[src/rtl/uart_transceptor.sv]
// uart_transceptor: full-duplex UART with a first-word-fall-through receive
// FIFO, ready/valid handshakes on both sides and sticky receive error flags.
// Optional feature macro: UART_PARITY_EN adds one parity bit (even, or odd
// when PARITY_ODD=1) after the data bits in both directions.
module uart_transceptor #(
  parameter int CLKS_PER_BIT = 434,
  parameter int DATA_BITS    = 8,
  parameter int STOP_BITS    = 1,
  parameter int FIFO_DEPTH   = 4,
  parameter int PARITY_ODD   = 0
) (
  input  logic                 clock,
  input  logic                 reset,
  input  logic                 rx_serial,
  output logic                 tx_serial,
  input  logic                 tx_valid,
  input  logic [DATA_BITS-1:0] tx_data,
  output logic                 tx_ready,
  output logic                 rx_valid,
  output logic [DATA_BITS-1:0] rx_data,
  input  logic                 rx_ready,
  output logic                 rx_overflow,
  output logic                 rx_frame_error,
  output logic                 rx_parity_error,
  input  logic                 err_clear
);

  localparam int STOP_CLKS = STOP_BITS * CLKS_PER_BIT;
  localparam int CNT_W     = $clog2(STOP_CLKS + 1);
  localparam int BIT_W     = $clog2(DATA_BITS);
  localparam int PTR_W     = $clog2(FIFO_DEPTH);

  localparam logic [CNT_W-1:0] BIT_LAST  = CNT_W'(CLKS_PER_BIT - 1);
  localparam logic [CNT_W-1:0] HALF_LAST = CNT_W'(CLKS_PER_BIT / 2 - 1);
  localparam logic [CNT_W-1:0] STOP_LAST = CNT_W'(STOP_CLKS - 1);
  localparam logic [BIT_W-1:0] IDX_LAST  = BIT_W'(DATA_BITS - 1);
  localparam logic [PTR_W:0]   FIFO_FULL = (PTR_W + 1)'(FIFO_DEPTH);

  // Reject parameter sets the datapath cannot represent.
  if (CLKS_PER_BIT < 4 || DATA_BITS < 5 || DATA_BITS > 9 ||
      (STOP_BITS != 1 && STOP_BITS != 2) || FIFO_DEPTH < 2 ||
      (FIFO_DEPTH & (FIFO_DEPTH - 1)) != 0 ||
      (PARITY_ODD != 0 && PARITY_ODD != 1)) begin : g_bad_params
    $fatal(1, "uart_transceptor: illegal parameter set");
  end

  typedef enum logic [2:0] {
    ST_IDLE, ST_START, ST_DATA, ST_PARITY, ST_STOP
  } uart_state_t;

  // ---------------------------------------------------------------- RX sync
  logic rx_p0, rx_p1, rx_p2;
  logic rx_fall;

  // Two-flop synchroniser plus one history flop for falling-edge detection;
  // all three idle high so reset release never looks like a start bit.
  always_ff @(posedge clock) begin
    if (reset) begin
      rx_p0 <= 1'b1;
      rx_p1 <= 1'b1;
      rx_p2 <= 1'b1;
    end else begin
      rx_p0 <= rx_serial;
      rx_p1 <= rx_p0;
      rx_p2 <= rx_p1;
    end
  end

  assign rx_fall = rx_p2 & ~rx_p1;

  // ---------------------------------------------------------------- RX FSM
  uart_state_t          rx_state;
  logic [CNT_W-1:0]     rx_cnt;
  logic [BIT_W-1:0]     rx_idx;
  logic [DATA_BITS-1:0] rx_shift;
  logic                 rx_tick;
  logic                 stop_sample;
  logic                 parity_ok;
  logic                 frame_push;
  logic                 frame_err_set;

  assign rx_tick = (rx_cnt == BIT_LAST);

  // Receive sequencer: mid-bit sampling timed from the detected falling edge.
  always_ff @(posedge clock) begin
    if (reset) begin
      rx_state <= ST_IDLE;
      rx_cnt   <= '0;
      rx_idx   <= '0;
    end else begin
      case (rx_state)
        ST_IDLE: begin
          rx_cnt <= '0;
          if (rx_fall) rx_state <= ST_START;
        end
        ST_START: begin
          if (rx_cnt == HALF_LAST) begin
            rx_cnt <= '0;
            rx_idx <= '0;
            rx_state <= rx_p1 ? ST_IDLE : ST_DATA;
          end else begin
            rx_cnt <= rx_cnt + CNT_W'(1);
          end
        end
        ST_DATA: begin
          if (rx_tick) begin
            rx_cnt <= '0;
            if (rx_idx == IDX_LAST) begin
`ifdef UART_PARITY_EN
              rx_state <= ST_PARITY;
`else
              rx_state <= ST_STOP;
`endif
            end else begin
              rx_idx <= rx_idx + BIT_W'(1);
            end
          end else begin
            rx_cnt <= rx_cnt + CNT_W'(1);
          end
        end
`ifdef UART_PARITY_EN
        ST_PARITY: begin
          if (rx_tick) begin
            rx_cnt   <= '0;
            rx_state <= ST_STOP;
          end else begin
            rx_cnt <= rx_cnt + CNT_W'(1);
          end
        end
`endif
        ST_STOP: begin
          if (rx_tick) begin
            rx_cnt   <= '0;
            rx_state <= ST_IDLE;
          end else begin
            rx_cnt <= rx_cnt + CNT_W'(1);
          end
        end
        default: begin
          rx_cnt   <= '0;
          rx_state <= ST_IDLE;
        end
      endcase
    end
  end

  // Data bits arrive LSB first, so shift in from the top.
  always_ff @(posedge clock) begin
    if (rx_state == ST_DATA && rx_tick) rx_shift <= {rx_p1, rx_shift[DATA_BITS-1:1]};
  end

  assign stop_sample = (rx_state == ST_STOP) && rx_tick;

`ifdef UART_PARITY_EN
  logic rx_par_bit;

  // Received parity bit, checked together with the data at the stop sample.
  always_ff @(posedge clock) begin
    if (rx_state == ST_PARITY && rx_tick) rx_par_bit <= rx_p1;
  end

  assign parity_ok = (((^rx_shift) ^ rx_par_bit) == 1'(PARITY_ODD));
`else
  assign parity_ok = 1'b1;
`endif

  assign frame_push    = stop_sample & rx_p1 & parity_ok;
  assign frame_err_set = stop_sample & ~rx_p1;

  // ---------------------------------------------------------------- RX FIFO
  logic [DATA_BITS-1:0] fifo_mem [FIFO_DEPTH];
  logic [PTR_W-1:0]     wr_ptr, rd_ptr;
  logic [PTR_W:0]       fifo_cnt;
  logic                 fifo_full, fifo_pop, fifo_push, fifo_drop;

  assign fifo_full = (fifo_cnt == FIFO_FULL);
  assign rx_valid  = (fifo_cnt != '0);
  assign fifo_pop  = rx_valid & rx_ready;
  // A pop in the same cycle frees the slot, so a full FIFO still accepts.
  assign fifo_push = frame_push & (~fifo_full | fifo_pop);
  assign fifo_drop = frame_push & fifo_full & ~fifo_pop;
  assign rx_data   = rx_valid ? fifo_mem[rd_ptr] : '0;

  // FIFO pointers and occupancy.
  always_ff @(posedge clock) begin
    if (reset) begin
      wr_ptr   <= '0;
      rd_ptr   <= '0;
      fifo_cnt <= '0;
    end else begin
      if (fifo_push) wr_ptr <= wr_ptr + PTR_W'(1);
      if (fifo_pop)  rd_ptr <= rd_ptr + PTR_W'(1);
      case ({fifo_push, fifo_pop})
        2'b10:   fifo_cnt <= fifo_cnt + (PTR_W + 1)'(1);
        2'b01:   fifo_cnt <= fifo_cnt - (PTR_W + 1)'(1);
        default: fifo_cnt <= fifo_cnt;
      endcase
    end
  end

  // FIFO storage.
  always_ff @(posedge clock) begin
    if (fifo_push) fifo_mem[wr_ptr] <= rx_shift;
  end

  // ---------------------------------------------------------------- flags
  // Sticky error flags; a new error in the clear cycle wins.
  always_ff @(posedge clock) begin
    if (reset) begin
      rx_overflow    <= 1'b0;
      rx_frame_error <= 1'b0;
    end else begin
      if (fifo_drop)          rx_overflow <= 1'b1;
      else if (err_clear)     rx_overflow <= 1'b0;
      if (frame_err_set)      rx_frame_error <= 1'b1;
      else if (err_clear)     rx_frame_error <= 1'b0;
    end
  end

`ifdef UART_PARITY_EN
  // Sticky parity flag; a bad stop bit is reported as a frame error instead.
  always_ff @(posedge clock) begin
    if (reset)                                     rx_parity_error <= 1'b0;
    else if (stop_sample && rx_p1 && !parity_ok)   rx_parity_error <= 1'b1;
    else if (err_clear)                            rx_parity_error <= 1'b0;
  end
`else
  assign rx_parity_error = 1'b0;
`endif

  // ---------------------------------------------------------------- TX FSM
  uart_state_t          tx_state;
  logic [CNT_W-1:0]     tx_cnt;
  logic [BIT_W-1:0]     tx_idx;
  logic [DATA_BITS-1:0] tx_shift;
  logic                 tx_tick;
  logic                 tx_accept;

  assign tx_tick   = (tx_cnt == BIT_LAST);
  assign tx_accept = (tx_state == ST_IDLE) && tx_valid && tx_ready;

`ifdef UART_PARITY_EN
  logic tx_par_bit;
`endif

  // Transmit byte register: loaded on acceptance, shifted after each data bit.
  always_ff @(posedge clock) begin
    if (tx_accept) begin
      tx_shift <= tx_data;
`ifdef UART_PARITY_EN
      tx_par_bit <= (^tx_data) ^ 1'(PARITY_ODD);
`endif
    end else if (tx_state == ST_DATA && tx_tick) begin
      tx_shift <= tx_shift >> 1;
    end
  end

  // Transmit sequencer with registered line and ready outputs.
  always_ff @(posedge clock) begin
    if (reset) begin
      tx_state  <= ST_IDLE;
      tx_cnt    <= '0;
      tx_idx    <= '0;
      tx_serial <= 1'b1;
      tx_ready  <= 1'b1;
    end else begin
      case (tx_state)
        ST_IDLE: begin
          tx_cnt    <= '0;
          tx_serial <= 1'b1;
          if (tx_valid && tx_ready) begin
            tx_state  <= ST_START;
            tx_serial <= 1'b0;
            tx_ready  <= 1'b0;
          end
        end
        ST_START: begin
          if (tx_tick) begin
            tx_cnt    <= '0;
            tx_idx    <= '0;
            tx_state  <= ST_DATA;
            tx_serial <= tx_shift[0];
          end else begin
            tx_cnt <= tx_cnt + CNT_W'(1);
          end
        end
        ST_DATA: begin
          if (tx_tick) begin
            tx_cnt <= '0;
            if (tx_idx == IDX_LAST) begin
`ifdef UART_PARITY_EN
              tx_state  <= ST_PARITY;
              tx_serial <= tx_par_bit;
`else
              tx_state  <= ST_STOP;
              tx_serial <= 1'b1;
`endif
            end else begin
              tx_idx    <= tx_idx + BIT_W'(1);
              tx_serial <= tx_shift[1];
            end
          end else begin
            tx_cnt <= tx_cnt + CNT_W'(1);
          end
        end
`ifdef UART_PARITY_EN
        ST_PARITY: begin
          if (tx_tick) begin
            tx_cnt    <= '0;
            tx_state  <= ST_STOP;
            tx_serial <= 1'b1;
          end else begin
            tx_cnt <= tx_cnt + CNT_W'(1);
          end
        end
`endif
        ST_STOP: begin
          if (tx_cnt == STOP_LAST) begin
            tx_cnt   <= '0;
            tx_state <= ST_IDLE;
            tx_ready <= 1'b1;
          end else begin
            tx_cnt <= tx_cnt + CNT_W'(1);
          end
        end
        default: begin
          tx_cnt    <= '0;
          tx_state  <= ST_IDLE;
          tx_serial <= 1'b1;
          tx_ready  <= 1'b1;
        end
      endcase
    end
  end

endmodule

[config.mk]
export PLATFORM = sky130hd
export DESIGN_NAME = uart_transceptor
export DESIGN_NICKNAME = d
export VERILOG_FILES = /design/src/rtl/uart_transceptor.sv
export SDC_FILE = /design/constraint.sdc
export NUM_CORES = 1
export LEC_CHECK = 0
export CAP_MARGIN = 20
export CORE_UTILIZATION = 40
export DETAILED_ROUTE_END_ITERATION = 7
export GPL_TIMING_DRIVEN = 0
export HOLD_SLACK_MARGIN = 0.12
export PLACE_DENSITY = 0.67
export SKIP_CTS_REPAIR_TIMING = 1
export SYNTH_ARGS = -nofsm -noshare
export SYNTH_HDL_FRONTEND = slang
export SYNTH_SLANG_ARGS = --single-unit
[constraint.sdc]
create_clock -name clock -period 1.97 [get_ports clock]
set_clock_uncertainty 0.05 [all_clocks]
set_input_delay 0.394 -clock clock [delete_from_list [all_inputs] [get_ports clock]]
set_output_delay 0.394 -clock clock [all_outputs]
set_load 0.005 [all_outputs]
### Word level (Yosys, flattened, before mapping)

Memories as Yosys holds them, arrays and structs flattened. A register that Yosys moved wholly into a read port is not among the register bits.
Cells that the tools add are included.
Widths: inputs -> output; s select.

| word-level totals | value |
|---|---|
| output and inout port bits | 14 |
| input port bits | 14 |
| memories kept | 1 |
| word-level logic and storage cells | 134 |
| flip-flop bits (word level) | 60 |
| bits in writable memories | 32 |

Memory list:

| name | words | bits a word | read ports | clocked after Yosys merged registers in | wr ports | line | source |
|---|---|---|---|---|---|---|---|
| fifo_mem | 4 | 8 | 1 | 1 | 1 | 171 | `logic [DATA_BITS-1:0] fifo_mem [FIFO_DEPTH];` |

| operators by class | value |
|---|---|
| reduce and logical (&&, ||, !) cells | 25 |
| eq/ne operators | 26 |
| bitwise logic cells | 14 |
| mux-type cells | 42 |
| $add $sub $neg | 8 |

Operators with widths:

| kind | number |
|---|---|
| $mux 3 | 15 |
| $mux 8 | 3 |
| $pmux 3 s4 | 2 |
| $ne 2x2->1 const B | 10 |
| $add 9x1->9 const B | 2 |
| $eq 9x9->1 const B | 2 |
| $mux 9 | 2 |
| $pmux 3 s2 | 3 |
| $pmux 9 s2 | 1 |
| $eq 3x3->1 const B | 5 |
| $reduce_bool 2->1 | 6 |
| $mux 1 | 11 |
| $reduce_and 5->1 | 2 |
| $add 3x1->3 const B | 3 |
| $eq 9x8->1 const B | 1 |
| $reduce_and 4->1 | 2 |
| $and 1x1->1 | 7 |
| $eq 3x1->1 const B | 2 |
| $eq 3x2->1 const B | 2 |
| $logic_and 1x1->1 | 6 |
| $logic_not 3->1 | 2 |
| $mux 2 | 3 |
| $not 1->1 | 6 |
| $reduce_and 3->1 | 2 |
| other kinds (11) | 15 |

### Logic depth before layout (Yosys ltp)

Gate-level depths: netlist (run 1).

| depth | value |
|---|---|
| depth in word-level cells | 6 |
| mapped depth | 10 |
| depth with buffers taken out | 10 |

### Least setup slack after synthesis (run 1)

OpenSTA, ideal clock, no wires.

| timing | value |
|---|---|
| kind | register to register |
| from | register rx_cnt[0] |
| to | register fifo_cnt[2] |
| required time | 1.799 ns |
| arrival | 1.946 ns |
| clock period less this slack | 2.117 ns |
| cell stages (with the launch flop) | 9 |
| setup slack | -0.147 ns |
| library setup time | 0.121 ns |
| buffers on the path | 0 |
| cells stage by stage | dfxtp_1 > ha_1 > nand4bb_1 > or2_2 > o21ai_1 > fa_1 > inv_1 > o21ai_0 > mux2_2 |

| on the way | value |
|---|---|
| word-level cells in the longest chain between the ends | 6 |
| elaborated cells between the ends (all ways) | 8 |
| classes of those cells | eq/ne (3); mux (1); bitwise (2); reduce/logical (2) |

RTL lines:

| item | line | source |
|---|---|---|
| start, declared | 73 | `logic [CNT_W-1:0] rx_cnt;` |
| start signal, assigned | 102 | `rx_cnt <= rx_cnt + CNT_W'(1);` |
| start signal, assigned | 118 | `rx_cnt <= rx_cnt + CNT_W'(1);` |
| start signal, assigned | 136 | `rx_cnt <= rx_cnt + CNT_W'(1);` |
| $eq 9x9->1 * | 82 | `assign rx_tick = (rx_cnt == BIT_LAST);` |
| $logic_and 1x1->1 * | 152 | `assign stop_sample = (rx_state == ST_STOP) && rx_tick;` |
| $and 1x1->1 * | 167 | `assign frame_push = stop_sample & rx_p1 & parity_ok;` |
| $and 1x1->1 * | 180 | `assign fifo_push = frame_push & (~fifo_full \| fifo_pop);` |
| $eq 2x1->1 / $eq 2x2->1 (equally long branches) | 193 | `case ({fifo_push, fifo_pop})` |
| $pmux 3 s2 / $reduce_bool 2->1 (equally long branches) | - |  |
| end signal, assigned | 194 | `2'b10: fifo_cnt <= fifo_cnt + (PTR_W + 1)'(1);` |
| end signal, assigned | 195 | `2'b01: fifo_cnt <= fifo_cnt - (PTR_W + 1)'(1);` |
| end signal, assigned | 196 | `default: fifo_cnt <= fifo_cnt;` |
| end, declared | 173 | `logic [PTR_W:0] fifo_cnt;` |

Every way passes the cells marked *; elsewhere a longest branch is shown, timed or not.
A chain may end at the register's enable or synchronous reset.

==> results of run 1 <==
## state kept, by name, indices dropped and copies added, names as in the netlist, 2 cells and up, named ones only
register and flops:
wr_ptr 2, rx_shift 8, fifo_mem 32, rx_cnt 9, tx_shift 8, fifo_cnt 3, rx_idx 3, rx_state 3
rd_ptr 2, tx_cnt 9, tx_idx 3, tx_state 3
## per-layer routing
| layer | vias to the layer above | share of wire (%) | track usage (%) |
|---|---|---|---|
| met5 | - | 0 | 0 |
| li1 | 1299 | - | - |
| met4 | 0 | 2.0 | 7.15 |
| met2 | 37 | 49 | 23.2 |
| met1 | 1262 | 46 | 18.4 |
| met3 | 14 | 3.5 | 3.39 |
## critical path: stages (launching register included)
cell and delay [ns]:
sky130_fd_sc_hd__dfxtp_4 0.41, sky130_fd_sc_hd__buf_6 0.12, sky130_fd_sc_hd__buf_6 0.08, sky130_fd_sc_hd__mux4_2 0.48, sky130_fd_sc_hd__and2_1 0.14, sky130_fd_sc_hd__clkbuf_2 0.10
## cells in the final DEF, fill, tap and decap left out, types with 5 or more instances in the layout
master                            count
sky130_fd_sc_hd__edfxtp_1            48
sky130_fd_sc_hd__nor2_1              44
sky130_fd_sc_hd__dfxtp_1             36
sky130_fd_sc_hd__buf_4               19
sky130_fd_sc_hd__clkdlybuf4s50_1     17
sky130_fd_sc_hd__nand2_1             13
sky130_fd_sc_hd__xnor2_1             13
sky130_fd_sc_hd__ha_1                12
sky130_fd_sc_hd__inv_1                9
sky130_fd_sc_hd__mux2_2               9
sky130_fd_sc_hd__clkbuf_8             9
sky130_fd_sc_hd__mux4_2               8
sky130_fd_sc_hd__and2_1               8
sky130_fd_sc_hd__a21oi_1              8
sky130_fd_sc_hd__dfxtp_2              8
sky130_fd_sc_hd__buf_6                7
sky130_fd_sc_hd__nand3_1              7
sky130_fd_sc_hd__clkbuf_1             7
sky130_fd_sc_hd__xor2_1               7
sky130_fd_sc_hd__and2_4               5
sky130_fd_sc_hd__mux2i_1              5
sky130_fd_sc_hd__nand2b_1             5
sky130_fd_sc_hd__o21ai_0              5
sky130_fd_sc_hd__dlymetal6s2s_1       5
## kinds of logic after synthesis
family	Yosys count	synth area share, %
other	1	0.0921
XOR/XNOR	20	4.30
adder cells (fa/ha/maj)	14	4.49
AND/OR/NAND/NOR	124	16.3
multiplexers	23	8.42
buffers and inverters	24	2.58
AO/OA/AOI/OAI	35	5.78
flip-flops	94	58.0
## power groups by stage
stage / clock network, W / registers (W) / logic, W
CTS: 0.00127 / 0.00219 / 0.000958
detailed placement: 0 / 0.00223 / 0.000956
global placement: 0 / 0.00223 / 0.000942
global route: 0.00135 / 0.00225 / 0.00121
floorplan: 0 / 0.00221 / 0.000602
finish: 0.00124 / 0.00223 / 0.00110
## cell type report
type | instances | area [um^2] | share of cell area [%]
sequential | 94 | 2380 | 47.5
timing repair buffer | 47 | 432 | 8.62
clock inverter | 7 | 67.6 | 1.35
buffer | 12 | 68.8 | 1.37
inverter | 10 | 37.5 | 0.750
clock buffer | 9 | 124 | 2.47
multi-input combinational | 217 | 1730 | 34.6
tap | 133 | 166 | 3.32
## final timing paths
kind                                 from          end  slack [ns]  depth (start not counted)
worst min-delay path                rx_p0        rx_p1        0.37                          1
worst max register to register  rx_cnt[1]  fifo_cnt[1]       -0.07                          8
worst max-delay path            flip-flop   rx_data[7]       -0.18                          5
worst min register to register      rx_p0        rx_p1        0.37                          1
## synthesized netlist by cell type (2+ instances only)
master,instances,area (um^2)
sky130_fd_sc_hd__or4_1,2,15.0
sky130_fd_sc_hd__inv_1,10,37.5
sky130_fd_sc_hd__xor2_1,7,61.3
sky130_fd_sc_hd__and3_1,3,18.8
sky130_fd_sc_hd__or2_2,4,25.0
sky130_fd_sc_hd__mux2i_1,5,50.1
sky130_fd_sc_hd__buf_4,2,15.0
sky130_fd_sc_hd__nor2b_1,4,25.0
sky130_fd_sc_hd__nor3_1,5,25.0
sky130_fd_sc_hd__dfxtp_1,46,921
sky130_fd_sc_hd__mux2_2,10,113
sky130_fd_sc_hd__clkbuf_1,11,41.3
sky130_fd_sc_hd__o21ai_0,6,30.0
sky130_fd_sc_hd__and2_1,14,87.6
sky130_fd_sc_hd__edfxtp_1,48,1440
sky130_fd_sc_hd__nand4bb_1,3,33.8
sky130_fd_sc_hd__mux4_2,8,180
sky130_fd_sc_hd__ha_1,13,163
sky130_fd_sc_hd__o22ai_1,3,18.8
sky130_fd_sc_hd__nor3b_1,2,15.0
sky130_fd_sc_hd__nand3_1,7,35.0
sky130_fd_sc_hd__or3_1,4,25.0
sky130_fd_sc_hd__a21oi_1,8,40.0
sky130_fd_sc_hd__a22oi_1,4,30.0
sky130_fd_sc_hd__nor2_1,46,173
sky130_fd_sc_hd__nand4b_1,2,17.5
sky130_fd_sc_hd__a21o_1,2,15.0
sky130_fd_sc_hd__nand2b_1,5,31.3
sky130_fd_sc_hd__nand3b_1,2,15.0
sky130_fd_sc_hd__xnor2_1,13,114
sky130_fd_sc_hd__o31ai_1,2,15.0
sky130_fd_sc_hd__o21a_1,2,15.0
sky130_fd_sc_hd__nand2_1,13,48.8
## stage by stage
step           utilization (%)  total power (W)  hold slack (ns)  TNS (ns)  worst slack (ns)
2_1_floorplan                -          0.00281            0.339         0           0.00193
4_1_cts                   48.2          0.00442            0.376    -23.68            -0.978
5_1_grt                   51.0          0.00481            0.385     -2.26            -0.256
3_5_place_dp              46.3          0.00319            0.354    -29.68            -0.566
6_report                  51.0          0.00457            0.373     -1.04            -0.177
3_3_place_gp              46.3          0.00317            0.342    -28.51            -0.551
==> impl_results.html, run 1 <==
<table>
<tr><th>Metric</th><th>Value</th></tr>
<tr><th colspan="2">Clocking</th></tr>
<tr><td>Number of buffers added by the clock tree synthesis step</td><td>9</td></tr>
<tr><td>Longest Clk Path Bufs</td><td>2</td></tr>
<tr><td>Clock sink count</td><td>94</td></tr>
<tr><td>Htree depth</td><td>3</td></tr>
<tr><td>Clock latency at the later pin of the worst-skew pair</td><td>0.37 ns</td></tr>
<tr><td>Root cell of the clock tree</td><td>sky130_fd_sc_hd__clkbuf_8</td></tr>
<tr><td>TritonCTS clock tree</td><td>done</td></tr>
<tr><td>Clock-pin slew of the registers on the worst-case setup and hold paths</td><td>around 0.10 ns</td></tr>
<tr><th colspan="2">Placement</th></tr>
<tr><td>Total instance count after detailed placement</td><td>~500</td></tr>
<tr><td>Final estimated routing congestion in global placement</td><td>0.788</td></tr>
<tr><td>Buffers added on ports</td><td>26</td></tr>
<tr><td>Area of placed instances</td><td>between 4000 and 5000 um^2</td></tr>
<tr><td>Hpwl dp</td><td>4770 um</td></tr>
<tr><th colspan="2">Hold path</th></tr>
<tr><td>Hold Crit Class</td><td>reg -&gt; reg</td></tr>
<tr><th colspan="2">Run</th></tr>
<tr><td>Max-cap check violation count</td><td>0</td></tr>
<tr><th colspan="2">Pwr</th></tr>
<tr><td>Power density over the cells</td><td>between 900 and 1000 nW/um^2</td></tr>
<tr><td>Internal Dissipation</td><td>around 0.0033 W</td></tr>
<tr><td>Peak VDD IR</td><td>approximately 0.40 mV</td></tr>
<tr><td>Proportion of power drawn by combinational gates</td><td>a little under a quarter</td></tr>
<tr><td>Share of total power consumed by net switching</td><td>27.4%</td></tr>
<tr><td>Switch Pwr</td><td>0.00125 W</td></tr>
<tr><td>Sequential fraction of design power</td><td>between 40% and 50%</td></tr>
<tr><td>P_leak</td><td>approximately 1.8 nW</td></tr>
<tr><td>Clock group share of total power</td><td>a little over a quarter</td></tr>
<tr><th colspan="2">Drt</th></tr>
<tr><td>Wirelength per Cell</td><td>roughly 14 um</td></tr>
<tr><td>Detailed-route vias per instance</td><td>roughly 5</td></tr>
<tr><td>Iteration-0 DRC Markers</td><td>120</td></tr>
<tr><td>Drt pass-1 iters</td><td>4</td></tr>
<tr><td>Residual DRC</td><td>0</td></tr>
<tr><td>Antenna-violating nets left</td><td>0</td></tr>
<tr><td>Routed WL</td><td>around 7200 um</td></tr>
<tr><td>Total number of vias</td><td>roughly 2600</td></tr>
<tr><th colspan="2">Yosys</th></tr>
<tr><td>Number of synthesized flops with an enable pin</td><td>48</td></tr>
<tr><td>Average footprint of a synthesized cell</td><td>12.2 um^2</td></tr>
<tr><td>Yosys warnings</td><td>0</td></tr>
<tr><td>Fraction of the yosys area taken by sequential cells</td><td>58.0%</td></tr>
<tr><td>Number of flip-flops and latches in the synthesized netlist</td><td>between 90 and 100</td></tr>
<tr><td>Number of nets in the synthesized netlist</td><td>approximately 360</td></tr>
<tr><td>Distinct cells, synth</td><td>52</td></tr>
<tr><td>Summed instance area of the synthesized netlist</td><td>just over 4000 um^2</td></tr>
<tr><td>Gate count after technology mapping</td><td>roughly 340</td></tr>
<tr><td>Primary flip-flop cell chosen by synthesis mapping</td><td>sky130_fd_sc_hd__edfxtp_1</td></tr>
<tr><td>Async S/R FF share, synth</td><td>0%</td></tr>
<tr><th colspan="2">Status</th></tr>
<tr><td>Outcome</td><td>finished, violations left</td></tr>
<tr><td>Violations in the final reports</td><td>negative setup slack</td></tr>
<tr><th colspan="2">Finish</th></tr>
<tr><td>Number of standard cells in the layout, taps in and fillers out</td><td>between 500 and 600</td></tr>
<tr><td>Area growth from synthesis to final layout</td><td>23.0%</td></tr>
<tr><td>Ant diodes</td><td>0</td></tr>
<tr><td>Total non-filler cell area in the finished layout</td><td>between 5000 and 6000 um^2</td></tr>
<tr><td>Share of final-layout standard cells stronger than drive strength 1</td><td>a little over a quarter</td></tr>
<tr><td>Final nets</td><td>around 420</td></tr>
<tr><td>Number of inserted filler cells in the final layout</td><td>between 900 and 1000</td></tr>
<tr><th colspan="2">Timing</th></tr>
<tr><td>Post-route setup slack</td><td>-0.177 ns</td></tr>
<tr><td>Crit path time final</td><td>about 2.1 ns</td></tr>
<tr><td>Count of endpoints failing setup in the final report</td><td>8</td></tr>
<tr><td>Setup repair after global routing missed its margin</td><td>yes</td></tr>
<tr><td>Number of max-slew violations in the final report</td><td>0</td></tr>
<tr><td>Slew Limit Headroom</td><td>between 60% and 70%</td></tr>
<tr><td>Fmax</td><td>~470 MHz</td></tr>
<tr><td>Hold Violations, Final</td><td>0</td></tr>
<tr><td>Worst-margin pin slew</td><td>around 0.54 ns</td></tr>
<tr><td>Final worst-path cycle share</td><td>109%</td></tr>
<tr><th colspan="2">Die</th></tr>
<tr><td>Core footprint</td><td>between 9000 and 10000 um^2</td></tr>
<tr><td>I/O pins</td><td>28</td></tr>
<tr><td>Rows</td><td>36</td></tr>
<tr><td>Total die area</td><td>10600 um^2</td></tr>
<tr><td>Vert. Die Dim</td><td>about 100 um</td></tr>
<tr><td>Die W</td><td>103 um</td></tr>
<tr><td>Effective utilization at floorplan</td><td>a little over 40%</td></tr>
<tr><th colspan="2">Setup path</th></tr>
<tr><td>Largest fanout on the critical path</td><td>6</td></tr>
<tr><td>Arrival @ worst endpoint</td><td>~1.7 ns</td></tr>
<tr><td>Nature of the critical path startpoint</td><td>flip-flop</td></tr>
<tr><td>Req. time, crit path</td><td>~1.5 ns</td></tr>
<tr><td>Worst Setup Path Type</td><td>reg -&gt; out</td></tr>
<tr><td>Critical path capture point type</td><td>output port</td></tr>
<tr><th colspan="2">Global routing</th></tr>
<tr><td>Pin count of the biggest net entering global routing</td><td>19</td></tr>
<tr><td>GR Util All Layers</td><td>between 10 and 15%</td></tr>
<tr><td>Overflow left after global routing</td><td>0</td></tr>
<tr><td>First-pass GRT wire length</td><td>approximately 11000 um</td></tr>
<tr><td>Number of global-route vias before repair</td><td>2437</td></tr>
<tr><td>Initial antenna violation count</td><td>0</td></tr>
</table>
Power figures use the tool's default switching activity.
==> inputs of run 2 (changes only) <==
CTS_CLUSTER_SIZE = 30   (was not set)
==> results of run 2 <==
The final DEF is identical to that of run 1; final timing and power are the same.
==> inputs of run 3 (changes only) <==
CAP_MARGIN = 30   (was 20)
PLACE_DENSITY = 0.65   (was 0.67)
clock period = 2.4 ns   (was 1.97 ns; I/O delays follow)
==> run 3 against run 2 <==
The run now ends clean; combinational power decreased by 22%; register-to-register slack improved by 0.22 ns; die area unchanged; worst setup slack improved by 0.27 ns; largest power group unchanged; highest routed layer unchanged.
==> impl_results.html, run 3 (synthesized netlist as in run 1, its figures left out) <==
<table>
<tr><th>Metric</th><th>Value</th></tr>
<tr><th colspan="2">Setup path</th></tr>
<tr><td>Cell chain of the critical path</td><td>buf_6, buf_4, mux4_2, and2_1, dlymetal6s2s_1</td></tr>
<tr><td>Reg-to-reg startpoint</td><td>rx_cnt[1]</td></tr>
<tr><td>R2R setup slack</td><td>0.15 ns (+0.22 ns)</td></tr>
<tr><td>Path depth of the worst reg2reg path</td><td>9 (+1)</td></tr>
<tr><td>Largest stage delay on the critical path</td><td>0.47 ns (about the same)</td></tr>
<tr><td>Critical path capture point type</td><td>output port</td></tr>
<tr><td>Worst Setup Path Type</td><td>reg -&gt; out</td></tr>
<tr><td>Largest fanout on the critical path</td><td>5 (-1)</td></tr>
<tr><td>Arrival @ worst endpoint</td><td>1.78 ns (+0.08 ns)</td></tr>
<tr><td>Master of the slowest instance on the critical path</td><td>sky130_fd_sc_hd__mux4_2</td></tr>
<tr><td>Req. time, crit path</td><td>1.87 ns (+0.34 ns)</td></tr>
<tr><td>Endpoint of the worst-slack reg-to-reg timing path</td><td>fifo_cnt[2]</td></tr>
<tr><td>Nature of the critical path startpoint</td><td>flip-flop</td></tr>
<tr><th colspan="2">Placement</th></tr>
<tr><td>Total instance count after detailed placement</td><td>494 (unchanged)</td></tr>
<tr><td>Buffers added on ports</td><td>26 (unchanged)</td></tr>
<tr><td>Hpwl dp</td><td>4470 um (-6.3%)</td></tr>
<tr><td>Final estimated routing congestion in global placement</td><td>0.799 (+1.4%)</td></tr>
<tr><th colspan="2">Pwr</th></tr>
<tr><td>Sequential fraction of design power</td><td>48.8% (about the same)</td></tr>
<tr><td>Power density over the cells</td><td>772 nW/um^2 (-15%)</td></tr>
<tr><td>Internal Dissipation</td><td>0.00270 W (-19%)</td></tr>
<tr><td>Proportion of power drawn by combinational gates</td><td>23.1% (-0.9 points)</td></tr>
<tr><td>Switch Pwr</td><td>0.00103 W (-18%)</td></tr>
<tr><td>Clock group share of total power</td><td>28.1% (+0.9 points)</td></tr>
<tr><td>Share of total power consumed by net switching</td><td>27.6% (+0.15 points)</td></tr>
<tr><td>Peak VDD IR</td><td>0.332 mV (-17%)</td></tr>
<tr><td>P_leak</td><td>1.76 nW (-1.8%)</td></tr>
<tr><th colspan="2">Clocking</th></tr>
<tr><td>Root cell of the clock tree</td><td>sky130_fd_sc_hd__clkbuf_8</td></tr>
<tr><td>Clock latency at the later pin of the worst-skew pair</td><td>0.37 ns (about the same)</td></tr>
<tr><td>Longest Clk Path Bufs</td><td>2 (unchanged)</td></tr>
<tr><td>TritonCTS clock tree</td><td>done</td></tr>
<tr><td>Clock sink count</td><td>94 (unchanged)</td></tr>
<tr><td>Number of buffers added by the clock tree synthesis step</td><td>9 (unchanged)</td></tr>
<tr><td>Clock-pin slew of the registers on the worst-case setup and hold paths</td><td>0.10 ns (about the same)</td></tr>
<tr><td>Htree depth</td><td>3 (unchanged)</td></tr>
<tr><th colspan="2">Drt</th></tr>
<tr><td>Total number of vias</td><td>2547 (-2.5%)</td></tr>
<tr><td>Wirelength per Cell</td><td>13.3 um (-2.6%)</td></tr>
<tr><td>Drt pass-1 iters</td><td>4 (unchanged)</td></tr>
<tr><td>Antenna-violating nets left</td><td>0 (unchanged)</td></tr>
<tr><td>Routed WL</td><td>6870 um (-5.0%)</td></tr>
<tr><td>Iteration-0 DRC Markers</td><td>187 (+56%)</td></tr>
<tr><td>Residual DRC</td><td>0 (unchanged)</td></tr>
<tr><td>Detailed-route vias per instance</td><td>4.94 (about the same)</td></tr>
<tr><th colspan="2">Global routing</th></tr>
<tr><td>Pin count of the biggest net entering global routing</td><td>20 (+1)</td></tr>
<tr><td>First-pass GRT wire length</td><td>11200 um (-1.7%)</td></tr>
<tr><td>Overflow left after global routing</td><td>0 (unchanged)</td></tr>
<tr><td>Initial antenna violation count</td><td>0 (unchanged)</td></tr>
<tr><td>GR Util All Layers</td><td>14.2% (-0.24 points)</td></tr>
<tr><td>Number of global-route vias before repair</td><td>2387 (-2.1%)</td></tr>
<tr><th colspan="2">Hold path</th></tr>
<tr><td>WHS Path Cells</td><td>1 (unchanged)</td></tr>
<tr><td>Hold Crit Class</td><td>reg -&gt; reg</td></tr>
<tr><td>Hold path endpoint</td><td>rx_p1</td></tr>
<tr><td>Launch point of the worst hold path</td><td>rx_p0</td></tr>
<tr><th colspan="2">Finish</th></tr>
<tr><td>Top library cells by usage in the layout, fill and taps aside</td><td>sky130_fd_sc_hd__edfxtp_1, sky130_fd_sc_hd__nor2_1, sky130_fd_sc_hd__dfxtp_1</td></tr>
<tr><td>Most frequent standard cell in the layout excluding fill and tap cells</td><td>sky130_fd_sc_hd__edfxtp_1</td></tr>
<tr><td>Ant diodes</td><td>0 (unchanged)</td></tr>
<tr><td>Most flops, register</td><td>fifo_mem</td></tr>
<tr><td>Area growth from synthesis to final layout</td><td>18.5%</td></tr>
<tr><td>Biggest regs</td><td>fifo_mem x32, rx_cnt x9, tx_cnt x9</td></tr>
<tr><td>Final nets</td><td>406 (-3.1%)</td></tr>
<tr><td>Largest register FFs</td><td>32 (unchanged)</td></tr>
<tr><td>Share of final-layout standard cells stronger than drive strength 1</td><td>16.4% (-10 points)</td></tr>
<tr><td>Number of standard cells in the layout, taps in and fillers out</td><td>516 (-2.5%)</td></tr>
<tr><th colspan="2">Timing</th></tr>
<tr><td>Number of max-slew violations in the final report</td><td>0 (unchanged)</td></tr>
<tr><td>Fmax</td><td>434 MHz</td></tr>
<tr><td>Crit path time final</td><td>2.31 ns</td></tr>
<tr><td>Count of endpoints failing setup in the final report</td><td>0 (-8)</td></tr>
<tr><td>Hold Violations, Final</td><td>0 (unchanged)</td></tr>
<tr><td>Slew Limit Headroom</td><td>45.1% (-19 points)</td></tr>
<tr><td>Worst-margin pin slew</td><td>0.812 ns (+0.267 ns)</td></tr>
<tr><td>Hold Worst Slack</td><td>0.379 ns (+0.00628 ns)</td></tr>
<tr><td>Final worst-path cycle share</td><td>96.0%</td></tr>
<tr><th colspan="2">Die</th></tr>
<tr><td>Die W</td><td>103 um (unchanged)</td></tr>
<tr><td>Vert. Die Dim</td><td>103 um (unchanged)</td></tr>
<tr><td>Total die area</td><td>10600 um^2 (unchanged)</td></tr>
<tr><td>I/O pins</td><td>28 (unchanged)</td></tr>
<tr><td>Rows</td><td>36 (unchanged)</td></tr>
<tr><td>Core footprint</td><td>9820 um^2 (unchanged)</td></tr>
<tr><td>Effective utilization at floorplan</td><td>41.5% (unchanged)</td></tr>
<tr><th colspan="2">Status</th></tr>
<tr><td>Outcome</td><td>complete, no violations</td></tr>
<tr><th colspan="2">Run</th></tr>
<tr><td>Max-cap check violation count</td><td>0 (unchanged)</td></tr>
</table>
## run 3: cell types whose count changed in the layout (fill, tap and decap cells not counted), sizes merged
cell,change
buf,-14
clkdlybuf4s50,+1
inv,+1
clkbuf,-3
clkinv,-1
dlymetal6s2s,+3
## run 3: layout make-up
type | instances | area [um^2]
clock inverter | 7 | 75.1
clock buffer | 9 | 124
timing repair buffer | 34 | 344
inverter | 10 | 37.5
buffer | 12 | 67.6
sequential | 94 | 2370
fill | 923 | 5000
multi-input combinational | 217 | 1640
tap | 133 | 166
## run 3: routing by layer
layer	track usage [%]	part of all wire, %	vias up
li1	-	-	1276
met1	18.6	49	1228
met2	22.3	46	35
met3	4.14	3.3	8
met4	5.53	1.3	0
met5	0	0	-
## run 3: worst max path at each step
stage	end	slack (ns)	cells past startpoint
6_report	rx_data[7]	0.09	5
5_1_grt	rx_data[1]	-0.003	5
4_1_cts	rx_data[7]	-0.62	4
3_5_place_dp	fifo_mem[3][2]	-0.21	4
3_3_place_gp	rx_data[7]	-0.19	4
2_1_floorplan	fifo_cnt[2]	0.28	8
## run 3: power groups by stage
stage | Sequential (W) | Clock, W | Combinational [W]
after global routing | 0.00183 | 0.00115 | 0.000949
after detailed placement | 0.00183 | 0 | 0.000776
after global placement | 0.00183 | 0 | 0.000760
after CTS | 0.00179 | 0.00108 | 0.000777
after floorplan | 0.00182 | 0 | 0.000477
final | 0.00182 | 0.00105 | 0.000859
## run 3: critical path: cells and delay by family, from the launching register on
family	cells	cell delay [ns]
and+or+nand+nor	1	0.17
DFF	1	0.40
muxes	1	0.47
buffers and inverters	3	0.38
## run 3: metrics by stage
step                      utilization, %  total power [W]  TNS (ns)  instance area, um^2  worst slack [ns]
final                               49.1          0.00372         0                 4820            0.0949
after global routing                49.1          0.00393  -0.00499                 4820          -0.00257
after CTS                           47.8          0.00365     -5.94                 4700            -0.624
after detailed placement            45.8          0.00260     -7.85                 4500            -0.211
after global placement              45.8          0.00259     -7.30                 4500            -0.189
after floorplan                        -          0.00229         0                 4070             0.283
